**config.mk**
```make
export PLATFORM = sky130hd
export DESIGN_NAME = alu_exec_unit
export DESIGN_NICKNAME = d
export VERILOG_FILES = /design/src/rtl/alu_exec_unit.sv
export SDC_FILE = /design/constraint.sdc
export NUM_CORES = 1
export LEC_CHECK = 0
export ABC_AREA = 1
export BUFFER_PORTS_ARGS = -buffer_cell sky130_fd_sc_hd__buf_2
export CAP_MARGIN = 10
export CELL_PAD_IN_SITES_DETAIL_PLACEMENT = 1
export CELL_PAD_IN_SITES_GLOBAL_PLACEMENT = 1
export CORE_MARGIN = 2
export CORE_UTILIZATION = 38
export DETAILED_ROUTE_END_ITERATION = 8
export GPL_ROUTABILITY_DRIVEN = 0
export PLACE_DENSITY_LB_ADDON = 0.3
export SYNTH_ARGS = -nofsm -noshare
export SYNTH_HDL_FRONTEND = slang
export SYNTH_SLANG_ARGS = --single-unit
```
**constraint.sdc**
```tcl
create_clock -name clk -period 2.3 [get_ports clk]
set_input_delay 0.23 -clock clk [delete_from_list [all_inputs] [get_ports clk]]
set_output_delay 0.23 -clock clk [all_outputs]
set_load 0.005 [all_outputs]
```
**src/rtl/alu_exec_unit.sv**
```systemverilog
// alu_exec_unit: handshaked execute-stage ALU with registered result and zero flag.
// Logic, arithmetic and compare ops complete in one cycle. Shifts run one bit
// per cycle unless the ALU_BARREL_SHIFT_EN macro is defined, in which case
// every op, shifts included, completes in one cycle.
module alu_exec_unit #(
  parameter  int XLEN = 32,
  localparam int SHW  = $clog2(XLEN)
) (
  input  logic            clk,
  input  logic            rst,
  input  logic            in_valid,
  output logic            in_ready,
  input  logic [3:0]      alucontrol,
  input  logic [XLEN-1:0] a,
  input  logic [XLEN-1:0] b,
  output logic            out_valid,
  input  logic            out_ready,
  output logic [XLEN-1:0] result,
  output logic            zero
);

  localparam logic [3:0] OP_AND  = 4'b0000;
  localparam logic [3:0] OP_OR   = 4'b0001;
  localparam logic [3:0] OP_ADD  = 4'b0010;
  localparam logic [3:0] OP_XOR  = 4'b0011;
  localparam logic [3:0] OP_SUB  = 4'b0110;
  localparam logic [3:0] OP_SLL  = 4'b1001;
  localparam logic [3:0] OP_SLT  = 4'b1010;
  localparam logic [3:0] OP_SLTU = 4'b1011;
  localparam logic [3:0] OP_SRL  = 4'b1100;
  localparam logic [3:0] OP_SRA  = 4'b1101;

  typedef enum logic [1:0] {
    ST_IDLE  = 2'd0,
    ST_SHIFT = 2'd1,
    ST_HOLD  = 2'd2
  } state_t;

  state_t          r_state;
  logic            r_out_valid;
  logic [XLEN-1:0] r_result;
  logic            r_zero;

  logic [SHW-1:0]  w_shamt;
  logic            w_accept;
  logic [XLEN-1:0] w_res;
  logic            w_start_shift;
  logic            w_shift_done;
  logic [XLEN-1:0] w_shift_res;

  // Single-bit shift step used by the iterative shifter.
  function automatic logic [XLEN-1:0] shift1(input logic [XLEN-1:0] v, input logic [3:0] op);
    logic [XLEN-1:0] r;
    case (op)
      OP_SLL:  r = {v[XLEN-2:0], 1'b0};
      OP_SRA:  r = {v[XLEN-1], v[XLEN-1:1]};
      default: r = {1'b0, v[XLEN-1:1]};
    endcase
    return r;
  endfunction

  assign w_shamt   = b[SHW-1:0];
  assign in_ready  = (r_state == ST_IDLE) || ((r_state == ST_HOLD) && out_ready);
  assign w_accept  = in_valid && in_ready;
  assign out_valid = r_out_valid;
  assign result    = r_result;
  assign zero      = r_zero;

  // Single-cycle result for the op presented on the inputs.
  always_comb begin
    w_res = '0;
    case (alucontrol)
      OP_AND:  w_res = a & b;
      OP_OR:   w_res = a | b;
      OP_ADD:  w_res = a + b;
      OP_XOR:  w_res = a ^ b;
      OP_SUB:  w_res = a - b;
      OP_SLT:  w_res = {{(XLEN-1){1'b0}}, ($signed(a) < $signed(b))};
      OP_SLTU: w_res = {{(XLEN-1){1'b0}}, (a < b)};
`ifdef ALU_BARREL_SHIFT_EN
      OP_SLL:  w_res = a << w_shamt;
      OP_SRL:  w_res = a >> w_shamt;
      OP_SRA:  w_res = XLEN'($signed(a) >>> w_shamt);
`else
      // Shift by 0 or 1 finishes on accept; longer shifts go through SHIFT.
      OP_SLL, OP_SRL, OP_SRA:
        w_res = (w_shamt == '0) ? a : shift1(a, alucontrol);
`endif
      default: w_res = '0;
    endcase
  end

`ifdef ALU_BARREL_SHIFT_EN
  assign w_start_shift = 1'b0;
  assign w_shift_done  = 1'b0;
  assign w_shift_res   = '0;
`else
  logic [XLEN-1:0] r_work;
  logic [SHW-1:0]  r_cnt;
  logic [3:0]      r_shop;

  // The first bit is shifted on accept so a shift by k reports after k cycles.
  assign w_start_shift = ((alucontrol == OP_SLL) || (alucontrol == OP_SRL) ||
                          (alucontrol == OP_SRA)) && (w_shamt > SHW'(1));
  assign w_shift_res   = shift1(r_work, r_shop);
  assign w_shift_done  = (r_state == ST_SHIFT) && (r_cnt == SHW'(1));

  // Iterative shifter datapath: work register plus remaining-bits counter.
  always_ff @(posedge clk) begin
    if (rst) begin
      r_work <= '0;
      r_cnt  <= '0;
      r_shop <= '0;
    end else if (w_accept && w_start_shift) begin
      r_work <= shift1(a, alucontrol);
      r_cnt  <= w_shamt - SHW'(1);
      r_shop <= alucontrol;
    end else if (r_state == ST_SHIFT) begin
      r_work <= w_shift_res;
      r_cnt  <= r_cnt - SHW'(1);
    end
  end
`endif

  // Control FSM with registered result, zero flag and valid.
  always_ff @(posedge clk) begin
    if (rst) begin
      r_state     <= ST_IDLE;
      r_out_valid <= 1'b0;
      r_result    <= '0;
      r_zero      <= 1'b0;
    end else begin
      case (r_state)
        ST_IDLE, ST_HOLD: begin
          if (w_accept) begin
            if (w_start_shift) begin
              r_out_valid <= 1'b0;
              r_state     <= ST_SHIFT;
            end else begin
              r_result    <= w_res;
              r_zero      <= (w_res == '0);
              r_out_valid <= 1'b1;
              r_state     <= ST_HOLD;
            end
          end else if ((r_state == ST_HOLD) && out_ready) begin
            r_out_valid <= 1'b0;
            r_state     <= ST_IDLE;
          end
        end
        ST_SHIFT: begin
          if (w_shift_done) begin
            r_result    <= w_shift_res;
            r_zero      <= (w_shift_res == '0);
            r_out_valid <= 1'b1;
            r_state     <= ST_HOLD;
          end
        end
        default: begin
          r_out_valid <= 1'b0;
          r_state     <= ST_IDLE;
        end
      endcase
    end
  end

endmodule

```
==> results of run 1 <==
[what timing repair did]
item / in CTS
hold buffers: 0
resized for setup: 328
setup buffers: 25
pin swaps: 67
endpoints found under the setup margin: 23
[routing by layer]
metal / overflow / GRT usage, %
met4: 31 / 75.10
met5: 0 / 16.99
met2: 66 / 89.07
met1: 3 / 68.37
met3: 0 / 51.40
[cells by family after synthesis]
| logic type | Yosys count | share of synthesized area [%] |
|---|---|---|
| compound gates | 365 | 19.38 |
| flops | 76 | 13.49 |
| simple gates | 1083 | 39.45 |
| buf+inv | 417 | 14.70 |
| xor+xnor | 5 | 0.3884 |
| fa+ha+maj | 105 | 11.78 |
| mux | 9 | 0.7989 |
[per-stage QoR]
stage               hold slack [ps]  setup TNS [ps]
CTS                           252.0          -4.053
detailed placement            441.2          -15240
global placement              428.7           -8838
floorplan                     397.2               0
==> results.txt, run 1 <==
Yosys attributes the largest share of cell area to nand2_1, dfxtp_1, ha_1. The root buffer cell chosen for the clock tree is clkbuf_16. The total number of placement rows came out at 63.

The run ended at global routing (5_1_grt). Global routing consumed, over all layers together, 69.99% of the routing resources. The detailed placer's ending HPWL is 54720 um.

The number of nets produced by synthesis came out at 2237. The register bit count reported by yosys came out at 76. Among all flip-flop cells after synthesis, the most frequent one is dfxtp_1. The worst-case setup slack after placement is -819.4 ps.

The Yosys step of the flow raised 0 warnings. The count of cell types in the netlist is 46. The pin count of the biggest net entering global routing is 62. The biggest area contributor in the post-synthesis netlist is nand2_1.

The run stopped with a tool error. The residual overflow from global routing came out at 100. After synthesis the cells add up to 11280 um2. The total of buffers placed on input and output ports is 106. Among all cell types in the netlist, the one instantiated most often is nand2_1. The initial core utilization is 38.35%. For this design, the sink count on the clock tree is 76. The register area share after synthesis is 13.49%.

The die span in y is 176.3 um. The number of enable flip-flop cells after synthesis is 0. After synthesis, the largest area contributor takes up 22.70% of total cell area. The total placed instance area came out at 15530 um2.

Of all flip-flops after synthesis, the portion carrying an async set or reset was 0%. The first error in the log reads "[ERROR GRT-0116] Global routing finished with congestion. Check the congestion regions in the DRC Viewer". The number of H-tree levels is 3. The first global-routing pass estimated 160900 um of wire. Counting every instance in the synthesized netlist gives 2060. The number of global-route vias before repair is 23790. The commonest cells after synthesis are nand2_1, inv_1, nor2_1, nand3_1, o21ai_0. The number of buffers on the longest clock path came out at 2. The placed cell count is 2936. Buffers inserted during clock tree synthesis total 9.

The chip width is 176.3 um. The I/O pin total came out at 107. Each instance of the synthesized netlist takes up on average 5.474 um2.
==> run 2, diff against run 1 <==
--- a/config.mk
+++ b/config.mk
@@ -8,13 +8,11 @@
 export ABC_AREA = 1
 export BUFFER_PORTS_ARGS = -buffer_cell sky130_fd_sc_hd__buf_2
 export CAP_MARGIN = 10
-export CELL_PAD_IN_SITES_DETAIL_PLACEMENT = 1
-export CELL_PAD_IN_SITES_GLOBAL_PLACEMENT = 1
 export CORE_MARGIN = 2
-export CORE_UTILIZATION = 38
+export CORE_UTILIZATION = 40
 export DETAILED_ROUTE_END_ITERATION = 8
 export GPL_ROUTABILITY_DRIVEN = 0
-export PLACE_DENSITY_LB_ADDON = 0.3
+export PLACE_DENSITY_LB_ADDON = 0.15
 export SYNTH_ARGS = -nofsm -noshare
 export SYNTH_HDL_FRONTEND = slang
 export SYNTH_SLANG_ARGS = --single-unit
==> constraint.sdc (replaced) <==
create_clock -name clk -period 3 [get_ports clk]
set_input_delay 0.3 -clock clk [delete_from_list [all_inputs] [get_ports clk]]
set_output_delay 0.3 -clock clk [all_outputs]
set_load 0.005 [all_outputs]
==> run 2 against run 1 <==
Against the previous run:
- the run now ends clean
- area after synthesis unchanged
- synthesized cell count unchanged
==> results.txt, run 2 <==
The slowest stage of the critical path is the ha_1 cell. The final wirelength is 46900 um. The initial core utilization is 40.59% (was 38.35%). For this run, the detailed router's first-pass iteration total came to 9. The share of the synthesized area in the top cell type came out at 22.70% (unchanged).

Among the stages of the critical path, the cell type that occurs most often is nand2_1. The critical path capture point is result[31]$_SDFFE_PP0P_. The detailed placer's ending HPWL came out at 38330 um (was 54720 um).

The floorplan core area is 27780 um2. The number of warnings reported in the yosys synthesis log came to 0 (unchanged). The first-iteration detailed-routing DRC count came out at 1453. The cell area after synthesis came out at 11280 um2 (unchanged).

STA classifies the critical path startpoint as an input port. The fraction of layout cells with a size suffix above 1 is 12.25%. The arrival time reported for the critical path endpoint came out at 3000 ps. The clock tree skew after final layout is 10.25 ps.

The hold-fix buffer count after cts came out at 0 (unchanged). The number of buffers on the longest clock path came out at 2 (unchanged). The final number of max-transition violations is 0. The slack of the worst reg-to-reg path is 380 ps.

Leaving out fill and tap cells, the most frequent cells in the layout are nand2_1, inv_1, nor2_1. The initial antenna violation count was 2. The post-synthesis instance total is 2060 (unchanged). The cell area power density came out at 321.7 nW/um2. Most area-consuming cells after synthesis: nand2_1, dfxtp_1, ha_1 (unchanged). The critical path goes through buf_2 -> inv_1 -> ha_1 -> nor2_1 -> inv_1 -> nor2_2 -> nand2_1 -> inv_1 -> nand2_1 -> nand2_1 -> nand3_1 -> nand2_1 -> nand2_1 -> nand3_1 -> nand3_1 -> o21ai_0 -> buf_4 -> a21oi_1. The register area share after synthesis came out at 13.49% (unchanged). The data required time of the worst path is 3200 ps. In the finished design, the share of the clock period the worst path needs comes to 93.34%.

The count of endpoints failing setup in the final report came out at 0. The stage delay of the slowest cell on the critical path came out at 460 ps. The detailed-routing wirelength on met1 is 20530 um.

The number of global-route vias before repair is 12830. The analysis attributes to cell leakage a power of 6.992 nW. The library cell used most frequently in the layout, excluding fill and tap cells, is nand2_1. The count of cell types in the netlist came out at 46 (unchanged).

The peak clock frequency supported by timing came out at 357.1 MHz. The startpoint of the worst setup timing path is a[13]. The post-synthesis average cell area was 5.474 um2 (unchanged). The number of enable flip-flop cells after synthesis came out at 0 (unchanged). The wire length of the first global-routing pass came out at 70790 um. The via count came out at 13880. Detailed routing placed a total of 20210 um of wire on met2.

Dividing the detail-routed wire length by the instance count gives 18.26 um. Across every metal layer, demand over resource in global routing totals 31.31%. The worst register-to-register path ends at zero$_SDFFE_PP0P_. The die covers 29550 um2. The maximum fanout count along the critical path is 10.

The kind of end point of the critical path is a register. The highest metal layer carrying signal wires in the routed design is met4. In the final design database the tool counted 2360 nets.

TritonCTS built the clock tree. The I/O pin total came out at 107 (unchanged). The number of buffers created by CTS came out at 9 (unchanged). The number of buffer and inverter instances along the worst setup path came out at 5. The headroom to the max-slew limit is 23.76%.

For the pin with the worst max-slew slack, the measured transition is 1142 ps. The number of cells on the critical path is 18. The layout filler cell count came out at 3152.

The routed design uses 3514 um of met3 wire. Result of the run: finished clean (was aborted with a tool error). The fraction of the core area covered by cells at the end of the flow is 46.33%. The most frequent cell after synthesis is nand2_1 (unchanged).

The clock sink count was 76 (unchanged). The dominant register cell in the synthesized netlist is dfxtp_1 (unchanged). Setup repair after global routing left no endpoint under its margin.

The total of buffers placed on input and output ports is 106 (unchanged). The cell accounting for the most synthesized area was nand2_1 (unchanged). The die span in y is 171.9 um (was 176.3 um). The residual overflow from global routing came out at 0. The number of cells on the worst reg-to-reg path is 13. The number of H-tree levels is 3 (unchanged). Once detail routing completed, the nets flagged for antenna violations numbered 0. The per-cell via count in the routed design came out at 5.406.

The source-to-sink clock delay at the later pin of the worst-skew pair came out at 340 ps. IR analysis of the VDD net gives a maximum drop of 0.0002355 V. The hold violation count in the final report came out at 0. The min-delay analysis places its worst path in the category input port to register.

The worst-case setup slack after placement is -131.6 ps (was -819.4 ps). The kind of cell with the highest combined delay along the critical path is simple AND/OR/NAND/NOR gates. Entering global routing, the biggest net connects 62 pins. The final critical path time including I/O delays and setup came out at 2800 ps. The number of maximum-capacitance violations came out at 0. The total number of placement rows came out at 61 (was 63).

The fraction of registers with async set/reset is 0% (unchanged). The final worst slack came out at 199.8 ps. Clock-pin slew was measured on the worst setup and hold paths at 50 ps. The clock tree root driver cell is clkbuf_16 (unchanged). The register bit count reported by yosys is 76 (unchanged). The startpoint identified for the worst register-to-register timing path is r_shop[0]$_SDFFE_PP0P_. The number of nets produced by synthesis is 2237 (unchanged). The worst setup path category is input port to register. The layout-stage area growth over the synthesis result came out at 14.14%. The worst hold margin is 256.3 ps. The count of unresolved DRC violations after routing is 0. Leading post-synthesis cells by instance count: nand2_1, inv_1, nor2_1, nand3_1, o21ai_0 (unchanged). The chip width is 171.9 um (was 176.3 um).
==> run 2: cell counts after synthesis <==
Identical to the previous run, type by type.
==> run 2: metal layers <==
metal / vias to the layer above / global-route usage (%)
met5: - / 0
met4: 0 / 16.15
met3: 145 / 4.578
met2: 691 / 49.96
met1: 6224 / 41.00
li1: 6822 / -
==> run 2: power breakdown <==
part           switching, W  total [W]  internal [W]
sequential        0.0000466    0.00114       0.00109
combinational       0.00129    0.00194      0.000651
clock              0.000425    0.00106      0.000637
==> run 2: how the worst min path moves through the flow <==
stage / from / endpoint / slack (ps) / cells after the start
2_1_floorplan: r_shop[1]$_SDFFE_PP0P_ / r_shop[1]$_SDFFE_PP0P_ / 420 / 2
3_3_place_gp: r_shop[1]$_SDFFE_PP0P_ / r_shop[1]$_SDFFE_PP0P_ / 430 / 2
3_5_place_dp: r_shop[1]$_SDFFE_PP0P_ / r_shop[1]$_SDFFE_PP0P_ / 430 / 2
4_1_cts: out_ready / r_state[1]$_SDFFE_PP0P_ / 240 / 4
5_1_grt: out_ready / r_state[1]$_SDFFE_PP0P_ / 280 / 4
6_report: out_ready / r_state[1]$_SDFFE_PP0P_ / 260 / 4
==> run 2: cell type report <==
| class | instances | area, um2 | area share, % |
|---|---|---|---|
| Antenna cell | 2 | 5.005 | 0.03888 |
| Clock buffer | 10 | 229.0 | 1.779 |
| Clock inverter | 6 | 55.05 | 0.4277 |
| Inverter | 328 | 1231 | 9.565 |
| Multi-Input combinational cell | 1567 | 8100 | 62.93 |
| Sequential cell | 76 | 1521 | 11.82 |
| Tap cell | 378 | 473.0 | 3.675 |
| Timing Repair Buffer | 201 | 1256 | 9.760 |
==> run 2: cell families (layout without fill, tap and decap cells) <==
group	count (synthesis)	count (layout)	share of synthesized area (%)
other cells	0	2	0
simple gates	1083	1083	39.45
flops	76	76	13.49
mux	9	9	0.7989
compound gates	365	365	19.38
fa+ha+maj	105	105	11.78
buf+inv	417	545	14.70
xor+xnor	5	5	0.3884
==> run 2: through the flow <==
stage                     std cells  TNS [ps]  cell area (um2)  total power, W
final                          2568         0            12870        0.004141
after global placement         2550    -201.3            12580        0.003034
after floorplan                2060         0            11280        0.002306
after detailed placement       2550    -177.4            12580        0.003042
after global routing           2566         0            12870        0.004388
after CTS                      2566         0            12860        0.004104
==> run 2: tightest hold or removal path, stage by stage <==
cell and delay, ps:
buf_2 80, nor2_1 50, nand2_1 50, a21oi_1 50
==> run 2: what timing repair did <==
action	CTS	global route
resized for setup	0	1
hold endpoints to repair	0	0
setup buffers	0	0
setup endpoints to repair	0	1
Power figures use the tool's default switching activity.
